`src/rtl/gpu_fb_writer.sv`:
```
// Clips, addresses and packs gpu pixels, queues them, and writes them to framebuffer SRAM over req/ack.
// Latency: sample at edge N, sram_req_o high from edge N+1; one write per cycle with ack held high.
// Backpressure: none upstream; pixels arriving at a full FIFO are dropped (sticky overflow_o). Macro GPU_FB_DROP_CNT_EN adds drop_count_o.

module gpu_fb_fifo #(
    parameter int WIDTH = 8,
    parameter int DEPTH = 16
) (
    input  logic                       clk,
    input  logic                       rst,
    input  logic                       push,
    input  logic                       pop,
    input  logic [WIDTH-1:0]           din,
    output logic [WIDTH-1:0]           dout,
    output logic [$clog2(DEPTH):0]     count,
    output logic                       full,
    output logic                       empty
);
    localparam int AW = $clog2(DEPTH);

    logic [WIDTH-1:0] mem [DEPTH];
    logic [AW-1:0]    wr_ptr;
    logic [AW-1:0]    rd_ptr;

    always_ff @(posedge clk) begin
        if (push) begin
            mem[wr_ptr] <= din;
        end
    end

    // Pointers wrap naturally because DEPTH is a power of two.
    always_ff @(posedge clk) begin
        if (rst) begin
            wr_ptr <= '0;
            rd_ptr <= '0;
            count  <= '0;
        end else begin
            if (push) wr_ptr <= wr_ptr + 1'b1;
            if (pop)  rd_ptr <= rd_ptr + 1'b1;
            count <= count + (AW+1)'(push) - (AW+1)'(pop);
        end
    end

    assign dout  = mem[rd_ptr];
    assign full  = (count == (AW+1)'(DEPTH));
    assign empty = (count == '0);
endmodule

module gpu_fb_writer #(
    parameter int X_BITS     = 10,
    parameter int Y_BITS     = 9,
    parameter int CH_BITS    = 8,
    parameter int FB_WIDTH   = 640,
    parameter int FB_HEIGHT  = 480,
    parameter int ADDR_BITS  = 19,
    parameter int FIFO_DEPTH = 16
) (
    input  logic                          clk,
    input  logic                          rst,
    input  logic                          data_avail_i,
    input  logic [X_BITS-1:0]             x_i,
    input  logic [Y_BITS-1:0]             y_i,
    input  logic [CH_BITS-1:0]            r_i,
    input  logic [CH_BITS-1:0]            g_i,
    input  logic [CH_BITS-1:0]            b_i,
    output logic                          sram_req_o,
    output logic [ADDR_BITS-1:0]          sram_addr_o,
    output logic [3*CH_BITS-1:0]          sram_wdata_o,
    input  logic                          sram_ack_i,
    output logic [$clog2(FIFO_DEPTH):0]   fifo_count_o,
    output logic                          overflow_o,
`ifdef GPU_FB_DROP_CNT_EN
    output logic [15:0]                   drop_count_o,
`endif
    output logic                          idle_o
);
    localparam int DW = 3*CH_BITS;
    localparam int EW = ADDR_BITS + DW;
    localparam logic [X_BITS:0] X_LIM = (X_BITS+1)'(FB_WIDTH);
    localparam logic [Y_BITS:0] Y_LIM = (Y_BITS+1)'(FB_HEIGHT);

    typedef enum logic {S_IDLE, S_REQ} state_t;

    state_t                 state, state_nxt;
    logic                   in_range, pixel_ok;
    logic                   push, pop, full, empty, ovf_drop;
    logic [ADDR_BITS-1:0]   pix_addr;
    logic [EW-1:0]          fifo_dout;

    assign in_range = ({1'b0, x_i} < X_LIM) && ({1'b0, y_i} < Y_LIM);
    assign pixel_ok = data_avail_i && in_range;
    assign pix_addr = ADDR_BITS'(y_i) * ADDR_BITS'(FB_WIDTH) + ADDR_BITS'(x_i);
    // A full FIFO still accepts a pixel when the head leaves on the same edge.
    assign push     = pixel_ok && (!full || pop);
    assign ovf_drop = pixel_ok && full && !pop;

    gpu_fb_fifo #(.WIDTH(EW), .DEPTH(FIFO_DEPTH)) u_fifo (
        .clk   (clk),
        .rst   (rst),
        .push  (push),
        .pop   (pop),
        .din   ({pix_addr, r_i, g_i, b_i}),
        .dout  (fifo_dout),
        .count (fifo_count_o),
        .full  (full),
        .empty (empty)
    );

    always_comb begin
        state_nxt = state;
        pop       = 1'b0;
        case (state)
            S_IDLE: begin
                if (!empty) begin
                    pop       = 1'b1;
                    state_nxt = S_REQ;
                end
            end
            S_REQ: begin
                if (sram_ack_i) begin
                    if (!empty) pop = 1'b1;
                    else        state_nxt = S_IDLE;
                end
            end
            default: state_nxt = S_IDLE;
        endcase
    end

    always_ff @(posedge clk) begin
        if (rst) begin
            state        <= S_IDLE;
            sram_req_o   <= 1'b0;
            sram_addr_o  <= '0;
            sram_wdata_o <= '0;
            overflow_o   <= 1'b0;
        end else begin
            state      <= state_nxt;
            sram_req_o <= (state_nxt == S_REQ);
            if (pop) begin
                {sram_addr_o, sram_wdata_o} <= fifo_dout;
            end
            if (ovf_drop) overflow_o <= 1'b1;
        end
    end

    assign idle_o = empty && !sram_req_o;

`ifdef GPU_FB_DROP_CNT_EN
    always_ff @(posedge clk) begin
        if (rst) begin
            drop_count_o <= '0;
        end else if ((data_avail_i && !in_range) || ovf_drop) begin
            if (drop_count_o != 16'hFFFF) drop_count_o <= drop_count_o + 16'd1;
        end
    end
`endif
endmodule

```
`config.mk`:
```
export PLATFORM = sky130hd
export DESIGN_NAME = gpu_fb_writer
export DESIGN_NICKNAME = d
export VERILOG_FILES = /design/src/rtl/gpu_fb_writer.sv
export SDC_FILE = /design/constraint.sdc
export NUM_CORES = 1
export LEC_CHECK = 0
export BUFFER_PORTS_ARGS = -buffer_cell sky130_fd_sc_hd__buf_2
export CORE_ASPECT_RATIO = 0.5
export CORE_MARGIN = 2
export CORE_UTILIZATION = 28
export DETAILED_ROUTE_END_ITERATION = 10
export PLACE_DENSITY = 0.46
export SETUP_SLACK_MARGIN = 0.4
export SLEW_MARGIN = 30
export SYNTH_ARGS = -nofsm -noshare
export SYNTH_HDL_FRONTEND = slang
export SYNTH_SLANG_ARGS = --single-unit
```
`constraint.sdc`:
```
create_clock -name clk -period 4.9 [get_ports clk]
set_clock_uncertainty 0.15 [all_clocks]
set_input_delay 0.735 -clock clk [delete_from_list [all_inputs] [get_ports clk]]
set_output_delay 0.735 -clock clk [all_outputs]
set_load 0.05 [all_outputs]
```
==> flow_summary_export.csv <==
group,metric,value,unit
power,power.density,523,nW/um^2
route,wirelength,68.5,mm
setup_path,path_common_cell,"ha_1",
clock_tree,insertion_delay,620,ps
grt,grt_pass1_vias,14578,
timing,tightest_slew,1020,ps
synthesis,ys_ff_latch,746,
floorplan,die_area,106000,um^2
synthesis,synth_top_cell_by_area,"edfxtp_1",
clock_tree,cts_tree,"done",
final_layout,antenna_cells,0,
power,pwr-share-seq,42.6,%
setup_path,crit_buf_inv,1,
floorplan,ioPinCount,98,
route,vias_per_cell,4.64,
worst_hold_path,hold_path.class,"reg -> reg",
power,power_switching,5170,uW
grt,grt_pass1_wl,99.8,mm
setup_path,slowest_delay,530,ps
clock_tree,clock_path_buffers,3,
timing,fmax,0.309,GHz
timing,hold_viol_final,0,
synthesis,syn_nets,1443,
route,drc,0,
setup_path,crit_family,"adder cells",
final_layout,nets,1592,
floorplan,chipWidth,458,um
clock_tree,post_cts_buffers,0,
route,num_vias,13629,
floorplan,core_area,102000,um^2
synthesis,netlist_top_cells_area,"edfxtp_1 72%, mux4_2 13%, dfxtp_1 4.0%, mux2_2 1.7%, mux2i_1 1.5%",
synthesis,yosys_warnings,0,
route,dr.first_iter.drc_count,1085,
power,p_leak,0.0107,uW
timing,setup_viol,0,
final_layout,syn_to_final_growth,18.0,%
power,power_frac_clock,33.0,%
timing,tns,0,ps
setup_path,critPathLaunchType,"input port",
clock_tree,cts_inserted_buffers,76,
clock_tree,cts.sinks,746,
final_layout,drive_gt1_share,32.9,%
clock_tree,clockRootBuffer,"clkbuf_16",
place,gp_congestion,0.678,
timing,relSlewSlack,32.2,%
synthesis,synth.cell_area,28900,um^2
synthesis,synthCells,1365,
floorplan,fp.dieH,231,um
route,ant_nets,0,
floorplan,floorplan.initialDensity,28.2,%
timing,finalCriticalPeriod,3240,ps
place,hpwl,35.4,mm
setup_path,endpoint_kind,"flop",
power,irDropWorstVdd,0.296,mV
synthesis,yosysUniqueCellTypes,36,
clock_tree,path_clk_slew,60,ps
power,power.internal,12700,uW
flow_run,maxCapViolCount,0,
timing,post-route-period-util,66.1,%
setup_path,cp.required,5080,ps
final_layout,final_common_cell,"edfxtp_1",
timing,rsz0062_at_grt,"false",
timing,finalMaxSlewViolations,0,
setup_path,path_class,"in -> reg",
setup_path,crit_chain,"buf_2 > ha_1 > ha_1 > fa_1 > a21o_1 > a21oi_1 > xnor2_1 > or3b_2 > xor2_2",
clock_tree,cts.htree.levels,3,
grt,grt_start_max_net_pins,94,
synthesis,syn_area_per_cell,21.2,um^2
grt,track_usage,12.9,%
synthesis,ys_seq_area_share,75.6,%
status,status,"complete, no violations",
setup_path,cp_max_fo,16,
floorplan,rows,83,
grt,gr-total-overflow,0,
clock_tree,cts_resized,0,
place,io_buffers,97,
synthesis,yosysTopAreaCellShare,71.5,%
grt,grt_antenna_before_repair,4,
route,dr.pass1.iters,4,
power,switching_share,29.0,%
setup_path,worst-endpoint-arrival,3420,ps
route,wl_per_cell,23.3,um
clock_tree,cts_hold_buf,0,
power,combPwrFrac,24.4,%
setup_path,slowest_stage,"or3b_2",
final_layout,final_cell_mix,"688 x edfxtp_1, 172 x mux4_2, 102 x nor2_1",
timing,whs,328,ps
## cell usage after synthesis
cell / n
nor2_1: 115
inv_2: 1
nor2b_1: 6
mux4_2: 172
nand2_1: 11
or3b_2: 1
a21o_1: 5
mux2_2: 43
clkbuf_1: 36
nor3_1: 5
a221oi_1: 31
a31oi_1: 1
dfxtp_1: 58
nor3b_1: 1
nor4b_1: 1
fa_1: 3
nand3_1: 6
or3_1: 1
o31ai_1: 1
inv_1: 13
nand4_1: 4
edfxtp_1: 688
buf_6: 9
o21bai_1: 1
o21ai_0: 4
a41oi_1: 1
nand2b_1: 4
ha_1: 28
xnor2_1: 12
a221oi_2: 12
xor2_1: 12
buf_1: 13
buf_2: 12
a21oi_1: 9
mux2i_1: 44
nand2_2: 1
## metrics by stage
stage	utilization, %	setup slack, ps	instances	area [um^2]	power (uW)
floorplan	-	644	1365	28900	10900
global placement	30.7	752	2793	31400	12100
detailed placement	30.7	735	2795	31500	12200
CTS	33.2	1390	2935	34000	18100
global route	33.3	1450	2936	34100	18600
finish	33.3	1660	2936	34100	17800
## final cells by class
| class | count | area, um^2 |
|---|---|---|
| multi-input cells | 535 | 6850 |
| flip-flops and latches | 746 | 21800 |
| repair buffers | 141 | 1090 |
| fillers | 9694 | 68300 |
| well taps | 1360 | 1700 |
| clock buffers | 100 | 2140 |
| clock inverters | 40 | 399 |
| inverters | 14 | 52.6 |
## sequential cells by signal, summed over array words and instances (netlist names)
name / flops
overflow_o: 1
sram_addr_o: 19
sram_wdata_o: 24
state: 1
u_fifo.count: 5
u_fifo.mem: 688
u_fifo.rd_ptr: 4
u_fifo.wr_ptr: 4
## cells by family (layout without fill, tap and decap cells)
| family | count (synthesis) | count (layout) | share of synthesized area (%) |
|---|---|---|---|
| muxes | 259 | 259 | 16.6 |
| AOI/OAI and AO/OA | 65 | 65 | 2.02 |
| buffers and inverters | 84 | 295 | 1.38 |
| xor gates and xnor gates | 24 | 24 | 0.728 |
| and+or+nand+nor | 156 | 156 | 2.26 |
| adders and majority gates | 31 | 31 | 1.42 |
| DFF | 746 | 746 | 75.6 |
## power by group through the flow
stage | registers [uW] | logic [uW] | clock network (uW)
finish | 7600 | 4340 | 5890
global route | 7650 | 4690 | 6290
CTS | 7640 | 4410 | 6050
detailed placement | 7780 | 4400 | 0
global placement | 7770 | 4340 | 0
floorplan | 8140 | 2780 | 0
## tightest hold or removal path, stage by stage, from the launching register on
cell     delay, ps
dfxtp_1        320
nor2_1          50
nor2_1          70
## path summary, 6_finish.rpt
check / startpoint / to / slack, ps / cells after the start
min: overflow_o / overflow_o / 330 / 2
min reg2reg: overflow_o / overflow_o / 330 / 2
max reg2reg: u_fifo.count[2] / u_fifo.count[4] / 1860 / 14
max: y_i[1] / u_fifo.mem[8][40] / 1660 / 9
## metal layers
metal	global-route usage, %	wire length, um
met1	18.8	33600
met2	20.1	31100
met3	2.26	2410
met4	3.38	1370
met5	0	48
Note: power is estimated with default switching activity, not from simulation.
